<file path="src/rtl/fix_avg_accumulator.sv">
// Multi-channel fixed-point averaging engine: accumulates signed lane samples,
// forms 1/count with a restoring divider, then streams sum*recip per lane.
module fix_avg_accumulator #(
    parameter int unsigned CHANNELS  = 4,
    parameter int unsigned DATA_W    = 32,
    parameter int unsigned FRAC_BITS = 15,
    parameter int unsigned CNT_W     = 6,
    localparam int unsigned CH_W     = (CHANNELS > 1) ? $clog2(CHANNELS) : 1
) (
    input  logic                         clk,
    input  logic                         reset,
    input  logic                         in_valid,
    input  logic [CHANNELS*DATA_W-1:0]   in_data,
    output logic                         in_ready,
    input  logic                         finish,
    output logic                         out_valid,
    input  logic                         out_ready,
    output logic [DATA_W-1:0]            out_data,
    output logic [CH_W-1:0]              out_chan,
    output logic                         out_last,
    output logic [CNT_W-1:0]             out_count,
    output logic                         count_sat,
    output logic                         busy
);

    localparam int unsigned ACC_W  = DATA_W + CNT_W;
    localparam int unsigned PROD_W = ACC_W + FRAC_BITS + 1;
    localparam int unsigned Q_W    = FRAC_BITS + 1;
    localparam int unsigned STEP_W = (FRAC_BITS > 0) ? $clog2(FRAC_BITS + 1) : 1;

    localparam logic [CNT_W-1:0]         CNT_MAX  = '1;
    localparam logic signed [DATA_W-1:0] DATA_MAX = {1'b0, {(DATA_W-1){1'b1}}};
    localparam logic signed [DATA_W-1:0] DATA_MIN = {1'b1, {(DATA_W-1){1'b0}}};

    typedef enum logic [1:0] {
        ACCUM = 2'd0,
        RECIP = 2'd1,
        SCALE = 2'd2
    } state_t;

    // Average of one lane: (sum * recip) >>> FRAC_BITS, clamped to DATA_W.
    function automatic logic signed [DATA_W-1:0] scale(
        input logic signed [ACC_W-1:0] s,
        input logic [Q_W-1:0]          r
    );
        logic signed [PROD_W-1:0] p;
        p = (PROD_W'(s) * PROD_W'($signed({1'b0, r}))) >>> FRAC_BITS;
        if (p > PROD_W'(DATA_MAX)) begin
            scale = DATA_MAX;
        end else if (p < PROD_W'(DATA_MIN)) begin
            scale = DATA_MIN;
        end else begin
            scale = DATA_W'(p);
        end
    endfunction

    state_t                  state;
    logic signed [ACC_W-1:0] sum [CHANNELS];
    logic [CNT_W-1:0]        count;
    logic [CNT_W-1:0]        rem;
    logic [Q_W-1:0]          quo;
    logic [STEP_W-1:0]       step;

    logic                     accept_c;
    logic                     cnt_full_c;
    logic [CNT_W-1:0]         count_next_c;
    logic [CNT_W:0]           rem_shift_c;
    logic                     div_ge_c;
    logic [CH_W-1:0]          chan_next_c;
    logic [CH_W-1:0]          beat_chan_c;
    logic signed [DATA_W-1:0] beat_data_c;

    assign out_count = count;

    // Sample acceptance, one restoring-divide step and the next beat's result.
    always_comb begin
        accept_c     = in_valid && (state == ACCUM);
        cnt_full_c   = (count == CNT_MAX);
        count_next_c = (accept_c && !cnt_full_c) ? count + CNT_W'(1) : count;
        rem_shift_c  = {rem, quo[Q_W-1]};
        div_ge_c     = (rem_shift_c >= {1'b0, count});
        chan_next_c  = out_chan + CH_W'(1);
        beat_chan_c  = out_valid ? chan_next_c : '0;
        beat_data_c  = scale(sum[beat_chan_c], quo);
    end

    always_ff @(posedge clk) begin
        if (reset) begin
            state     <= ACCUM;
            for (int unsigned c = 0; c < CHANNELS; c++) begin
                sum[c] <= '0;
            end
            count     <= '0;
            count_sat <= 1'b0;
            rem       <= '0;
            quo       <= '0;
            step      <= '0;
            in_ready  <= 1'b1;
            busy      <= 1'b0;
            out_valid <= 1'b0;
            out_chan  <= '0;
            out_last  <= 1'b0;
            out_data  <= '0;
        end else begin
            case (state)
                ACCUM: begin
                    if (accept_c) begin
                        if (cnt_full_c) begin
                            count_sat <= 1'b1;
                        end else begin
                            count <= count_next_c;
                            for (int unsigned c = 0; c < CHANNELS; c++) begin
                                sum[c] <= sum[c] + ACC_W'($signed(in_data[c*DATA_W +: DATA_W]));
                            end
                        end
                    end
                    // A sample arriving with finish is counted before the divide starts.
                    if (finish) begin
                        in_ready <= 1'b0;
                        busy     <= 1'b1;
                        rem      <= '0;
                        step     <= '0;
                        if (count_next_c == '0) begin
                            quo   <= '0;
                            state <= SCALE;
                        end else begin
                            quo   <= Q_W'(1) << FRAC_BITS;
                            state <= RECIP;
                        end
                    end
                end

                RECIP: begin
                    // quo shifts numerator bits out of its MSB and quotient bits in at its LSB.
                    rem  <= div_ge_c ? CNT_W'(rem_shift_c - {1'b0, count}) : CNT_W'(rem_shift_c);
                    quo  <= {quo[Q_W-2:0], div_ge_c};
                    step <= step + STEP_W'(1);
                    if (step == STEP_W'(FRAC_BITS)) begin
                        state <= SCALE;
                    end
                end

                SCALE: begin
                    if (!out_valid) begin
                        out_valid <= 1'b1;
                        out_chan  <= '0;
                        out_last  <= (CHANNELS == 1);
                        out_data  <= beat_data_c;
                    end else if (out_ready) begin
                        if (out_last) begin
                            state     <= ACCUM;
                            for (int unsigned c = 0; c < CHANNELS; c++) begin
                                sum[c] <= '0;
                            end
                            count     <= '0;
                            count_sat <= 1'b0;
                            in_ready  <= 1'b1;
                            busy      <= 1'b0;
                            out_valid <= 1'b0;
                            out_chan  <= '0;
                            out_last  <= 1'b0;
                            out_data  <= '0;
                        end else begin
                            out_chan <= chan_next_c;
                            out_last <= (chan_next_c == CH_W'(CHANNELS - 1));
                            out_data <= beat_data_c;
                        end
                    end
                end

                default: state <= ACCUM;
            endcase
        end
    end

endmodule

</file>
<file path="config.mk">
export PLATFORM = sky130hd
export DESIGN_NAME = fix_avg_accumulator
export DESIGN_NICKNAME = d
export VERILOG_FILES = /design/src/rtl/fix_avg_accumulator.sv
export SDC_FILE = /design/constraint.sdc
export NUM_CORES = 2
export LEC_CHECK = 0
export BUFFER_PORTS_ARGS = -buffer_cell sky130_fd_sc_hd__buf_4
export CORE_ASPECT_RATIO = 1.2
export CORE_MARGIN = 5
export CORE_UTILIZATION = 33
export CTS_CLUSTER_DIAMETER = 50
export DETAILED_ROUTE_END_ITERATION = 7
export PLACE_DENSITY = 0.48
export SYNTH_ARGS = -nofsm -noshare
export SYNTH_HDL_FRONTEND = slang
export SYNTH_SLANG_ARGS = --single-unit
</file>
<file path="constraint.sdc">
create_clock -name clk -period 7.8 [get_ports clk]
set_input_delay 0.78 -clock clk [delete_from_list [all_inputs] [get_ports clk]]
set_output_delay 0.78 -clock clk [all_outputs]
set_load 0.1 [all_outputs]
</file>
# ---- Word level (Yosys, flattened, before mapping)
# Memory sizes are Yosys's and may differ from the RTL's.
# Cells that the tools add are included.
dict set report totals {
  reg_bits 73
  ramBits 152
  inputBits 133
  out_inout_bits 45
  word_cells 131
  memories 1
}
# name words width rd rd_clocked_by_memory_dff write_ports line_no
set memory_table {}
lappend memory_table {sum 4 38 5 0 4 58} ;# logic signed [ACC_W-1:0] sum [CHANNELS];
dict set report op_classes {
  add_sub_neg 8
  n_mul 1
  order_cmp 3
  eq_ne 14
  mux 71
  bitwise_logic 8
  n_reduce_logical 13
}
# operator count
set ops {}
lappend ops {{2-to-1 mux 38 bit} 8}
lappend ops {{2-to-1 mux 32 bit} 5}
lappend ops {{adder 38 x 32 -> 38 bit} 4}
lappend ops {{multiplier 38 x 17 -> 54 bit} 1}
lappend ops {{2-to-1 mux 6 bit} 8}
lappend ops {{greater-than comparator 39 x 32 -> 1 bit (second input constant)} 1}
lappend ops {{less-than comparator 39 x 32 -> 1 bit (second input constant)} 1}
lappend ops {{2-to-1 mux 16 bit} 2}
lappend ops {{case mux 16 bit (2 select lines)} 1}
lappend ops {{2-to-1 mux 1 bit} 29}
lappend ops {{case mux 6 bit (2 select lines)} 2}
lappend ops {{2-to-1 mux 2 bit} 10}
lappend ops {{inequality test 2 bit (second input constant)} 8}
lappend ops {{AND reduction 6 bit} 2}
lappend ops {{AND reduction 5 bit} 2}
lappend ops {{OR 1 bit} 8}
lappend ops {{case mux 4 bit (2 select lines)} 1}
lappend ops {{greater-or-equal comparator 7 x 6 -> 1 bit} 1}
lappend ops {{adder 6 x 1 -> 6 bit (second input constant)} 1}
lappend ops {{== test 6 bit (second input constant)} 1}
lappend ops {{logical NOT 6 bit} 1}
lappend ops {{case mux 1 bit (2 select lines)} 3}
lappend ops {{case mux 2 bit (3 select lines)} 1}
lappend ops {{subtractor 6 bit} 1}
lappend ops {{other kinds (12)} 16}

# ---- Logic depth before layout (Yosys ltp)
# An unclocked memory read counts as a cell.
dict set report logic_depth {
  word_depth 10
  depth_mapped 34
  ltp_nobuf 30
}

# ---- Least setup slack after synthesis
# No wires, ideal clock.
dict set report synth_timing {
  path_type {flip-flop to flip-flop}
  startpoint {register out_chan[0]}
  endpoint {register out_data[30]}
  setup_ps 122
  arrival_ps 8827
  t_required_ps 7678
  slack_ps -1149
  path_stages_with_launch 30
  n_path_buf 5
  period_less_slack_ps 8949
  cell_sequence {dfxtp_1 > inv_1 > ha_1 > nand2b_1 > buf_1 > clkbuf_1 > a211oi_1 > a31oi_1 > clkbuf_1 > nand2_1 > fa_1 > fa_1 > fa_1 > inv_1 > fa_1 > fa_1 > inv_1 > fa_1 > inv_1 > ha_1 > buf_2 > nand4_2 > or4_4 > or4_4 > a21boi_1 > o221ai_1 > a211oi_2 > a31oi_2 > buf_6 > a221o_1}
}
dict set report synth_between {
  elab_chain_len 10
  word_cells_on_any_way 11
  cone_classes {1 x add/sub; 1 x mul; 2 x order compare; 6 x mux; 1 x memory}
}
# item line_no
set synth_lines {}
lappend synth_lines {{start: declaration} 19} ;# output logic [CH_W-1:0] out_chan,
lappend synth_lines {{start signal: assignment} 164} ;# out_chan <= chan_next_c;
lappend synth_lines {{adder 2 x 1 -> 2 bit *} 82} ;# chan_next_c = out_chan + CH_W'(1);
lappend synth_lines {{2-to-1 mux 2 bit *} 83} ;# beat_chan_c = out_valid ? chan_next_c : '0;
lappend synth_lines {{memory (4 x 38 bit) *} -}
lappend synth_lines {{multiplier 38 x 17 -> 54 bit *} 47} ;# p = (PROD_W'(s) * PROD_W'($signed({1'b0, r}))) >>> FRAC_BITS;
lappend synth_lines {{less-than comparator 39 x 32 -> 1 bit} 50} ;# end else if (p < PROD_W'(DATA_MIN)) begin
lappend synth_lines {{2-to-1 mux 32 bit} 50}
lappend synth_lines {{2-to-1 mux 32 bit *} 48} ;# if (p > PROD_W'(DATA_MAX)) begin
lappend synth_lines {{2-to-1 mux 32 bit} 150} ;# if (out_last) begin
lappend synth_lines {{2-to-1 mux 32 bit} 149} ;# end else if (out_ready) begin
lappend synth_lines {{2-to-1 mux 32 bit *} 144} ;# if (!out_valid) begin
lappend synth_lines {{end signal: assignment} 148} ;# out_data <= beat_data_c;
lappend synth_lines {{end signal: assignment} 166} ;# out_data <= beat_data_c;
lappend synth_lines {{end: declaration} 18} ;# output logic [DATA_W-1:0] out_data,
# Every way passes the cells marked *; elsewhere a longest branch is shown, timed or not. The select of a mux whose other input is x is not followed.
# A chain may end at the register's enable or synchronous reset.

# ---- Final worst setup path
dict set report layout_timing {
  startpoint {register out_chan[1]}
  endpoint {register out_data[16]}
}
# Same word-level chain as after synthesis.

==> impl_metrics.py <==
metrics = {
    "clock_tree": {
        "holdBufCountCts": 0,
        "clkSlewWorstSetupHoldPaths_ns": 0.06,
        "cts_tree": "yes",
        "cts-root-to-sink-buffers": 3,
        "clockRootBuffer": "clkbuf_16",
        "worstSkewPairLatency_ns": 0.62,
        "clock-sinks": 225,
        "cts_buffers": 41,
        "cts_htree_levels": 2,
    },
    "timing": {
        "timing.final.crit_share_pct": 103,
        "fmax_mhz": 124,
        "fin_crit_ns": 8.07,
        "setup_viol": 31,
        "worst_pin_slew_ns": 1.23,
        "setup_tns_ns": -7.31,
        "skew_ns": 0.0603,
        "drv_slew": 0,
        "hold_violations": 0,
        "setup_ws_ns": -0.265,
        "rsz0062_at_grt": "true",
        "slew_headroom_pct": 17.4,
    },
    "critical_path": {
        "rr_startpoint": "out_chan[1]",
        "worstPathMaxFanout": 8,
        "cp_data_arrival_time_ns": 8.57,
        "setup.worst_path.start": "out_chan[1]",
        "max_stage_delay_ns": 0.58,
        "startpoint_type": "flop",
        "crit_type": "flop to flop",
        "crit_top_cell": "fa_1",
        "worst_path_max_delay_cell": "fa_1",
        "worstSetupEndpointType": "flop",
        "required_ns": 8.30,
    },
    "yosys": {
        "seq_area_frac_synth_pct": 14.2,
        "synth_area_mm2": 0.0371,
        "synth_top_flop_cell": "dfxtp_1",
        "synth-seq-cells": 225,
        "syn_inst": 4349,
        "synth_enable_flop_cells": 76,
        "yosys_warnings": 0,
        "syn_avg_cell_area_um2": 8.52,
        "synth_cell_types": 94,
        "syn_nets": 5334,
        "synthArstFlopShare_pct": 0,
    },
    "power_and_ir_drop": {
        "total_power_uw": 7020,
        "clkPwrFrac_pct": 26.2,
        "p_leak_uw": 0.0219,
        "p_int_uw": 3980,
        "pwr-share-seq_pct": 24.5,
        "combinationalPowerShare_pct": 49.3,
        "switching_share_pct": 43.3,
        "pwr_density_cell_mw_per_mm2": 153,
        "peakVddDrop_mv": 0.158,
        "p_sw_uw": 3040,
    },
    "job": {
        "drv_cap": 0,
    },
    "global_routing": {
        "groute.usage.overall_pct": 20.7,
        "grt_pass1_vias": 32700,
        "grt_pass1_wl_um": 192000,
        "grt_max_degree": 69,
        "antenna_found_initial": 2,
        "globalRouteOverflowTotal": 0,
    },
    "routing": {
        "drt_iter0_drc": 1724,
        "num_vias": 31100,
        "viasPerCell": 4.92,
        "first_pass_iters": 8,
        "postRouteAntennaNets": 0,
        "routed_wl_um": 125000,
        "drc": 0,
        "wl_per_cell_um": 19.8,
    },
    "placed_design": {
        "hpwl_um": 100000,
        "gp_congestion": 0.879,
        "numPortBuffers": 177,
    },
    "min_path": {
        "hp-class": "flop to flop",
        "hold_start": "sum[3][36]",
    },
    "final_layout": {
        "postLayoutCoreUtil_pct": 41.2,
        "layout_common_cells": "691 x inv_1, 674 x nand2_1, 557 x fa_1",
        "final_nets": 5772,
        "final_common_cell": "inv_1",
        "syn2layout_area_growth_pct": 23.9,
        "final.fill_count": 11400,
        "drive_gt1_share_pct": 17.7,
    },
    "floorplan": {
        "die_area_mm2": 0.119,
        "core_area_mm2": 0.111,
        "fp-row-count": 134,
        "die_h_um": 377,
        "num_io_pins": 178,
        "die_w_um": 316,
        "initial_utilization_pct": 33.2,
    },
    "outcome": {
        "status": "complete, but fails checks",
        "violations": "setup timing",
    },
}
==> cell usage after synthesis, types with 8 or more instances <==
cell      number  area (um2)
a21oi_1      245        1230
a31oi_1       59         369
dfxtp_1      149        2980
nor2_1       197         739
ha_1         281        3520
xor2_1        83         727
clkbuf_1     172         646
buf_6          9         101
o21bai_1      22         165
o21ai_0      129         646
a21o_1        98         736
and3_1        22         138
nand4_1       30         188
o211ai_1      13        97.6
nand3_1       37         185
or2_2         10        62.6
nor2b_1       56         350
a211oi_1      65         488
nand3b_1      10        75.1
xnor2_1       93         815
a221o_1       35         350
nor3_1        41         205
a22oi_1       20         150
or3_1         12        75.1
and2_1       233        1460
edfxtp_1      76        2280
fa_1         571       11400
inv_1        694        2610
o21a_1        18         135
nand2_1      677        2540
nand2b_1      33         206
nor3b_1        8        60.1
==> routing by layer <==
metal / global-route usage, % / vias up / wire length [um]
li1: - / 14900 / -
met2: 36.5 / 591 / 61600
met1: 26.4 / 15400 / 53600
met5: 0 / - / 0
met4: 6.81 / 0 / 4990
met3: 2.41 / 173 / 4960
==> state kept, by name (all words and copies together), names as in the netlist <==
register	count
out_last	1
out_chan	2
step	4
quo	16
out_valid	1
rem	6
count_sat	1
out_data	32
out_count	6
busy	1
sum	152
state	2
in_ready	1
==> final cells by class <==
class                      count  area, um2  share of cell area (%)
antenna                        2       5.00                  0.0109
clock buffer                  43       1030                    2.25
clock inverter                32        354                   0.771
inverter                     694       2610                    5.68
multi-input combinational   3228      29500                    64.3
sequential                   225       5280                    11.5
tap                         1496       1870                    4.08
timing repair buffer         597       5250                    11.4
==> power by group through the flow <==
stage / clock network, uW / logic [uW] / registers (uW)
global placement: 0 / 3330 / 1740
floorplan: 0 / 2070 / 1730
detailed placement: 0 / 3330 / 1740
finish: 1840 / 3460 / 1720
CTS: 1890 / 3390 / 1720
global route: 1930 / 3800 / 1740
==> path summary, 6_finish.rpt <==
check / depth (start not counted) / slack [ns] / endpoint
worst max-delay path: 29 / -0.27 / out_data[16]
worst min-delay path: 2 / 0.48 / sum[3][36]
worst min register to register: 2 / 0.48 / sum[3][36]
worst max register to register: 29 / -0.27 / out_data[16]
==> critical path, delay by kind of cell, from the launching register on <==
family                   cells  cell delay [ns]
AO/OA/AOI/OAI                3             0.77
buffers and inverters       10             1.20
flip-flops                   1             0.35
adder cells (fa/ha/maj)      8             3.52
AND/OR/NAND/NOR              8             2.09
==> through the flow <==
step           hold slack (ns)  setup slack [ns]  area (um2)  instances
2_1_floorplan            0.442           0.00109       37900       4349
3_3_place_gp             0.460            -0.374       43400       6198
3_5_place_dp             0.469            -0.415       43400       6198
4_1_cts                  0.478            -0.268       45200       6294
5_1_grt                  0.497            -0.507       45900       6316
6_report                 0.479            -0.265       45900       6317
==> cells by family after synthesis <==
kind of cell,count (synthesis),synth area share [%]
simple gates,1395,17.7
mux,6,0.165
xor+xnor,176,4.16
fa+ha+maj,852,40.3
flops,225,14.2
buf+inv,899,9.42
compound gates,796,14.1
==> repair_timing <==
item,in CTS,in global routing
endpoints found under the hold margin,0,0
pin swaps,19,49
endpoints found under the setup margin,32,32
gates resized for setup,39,101
buffers inserted,19,14
cloned,2,8
Note: power is estimated with default switching activity, not from simulation.
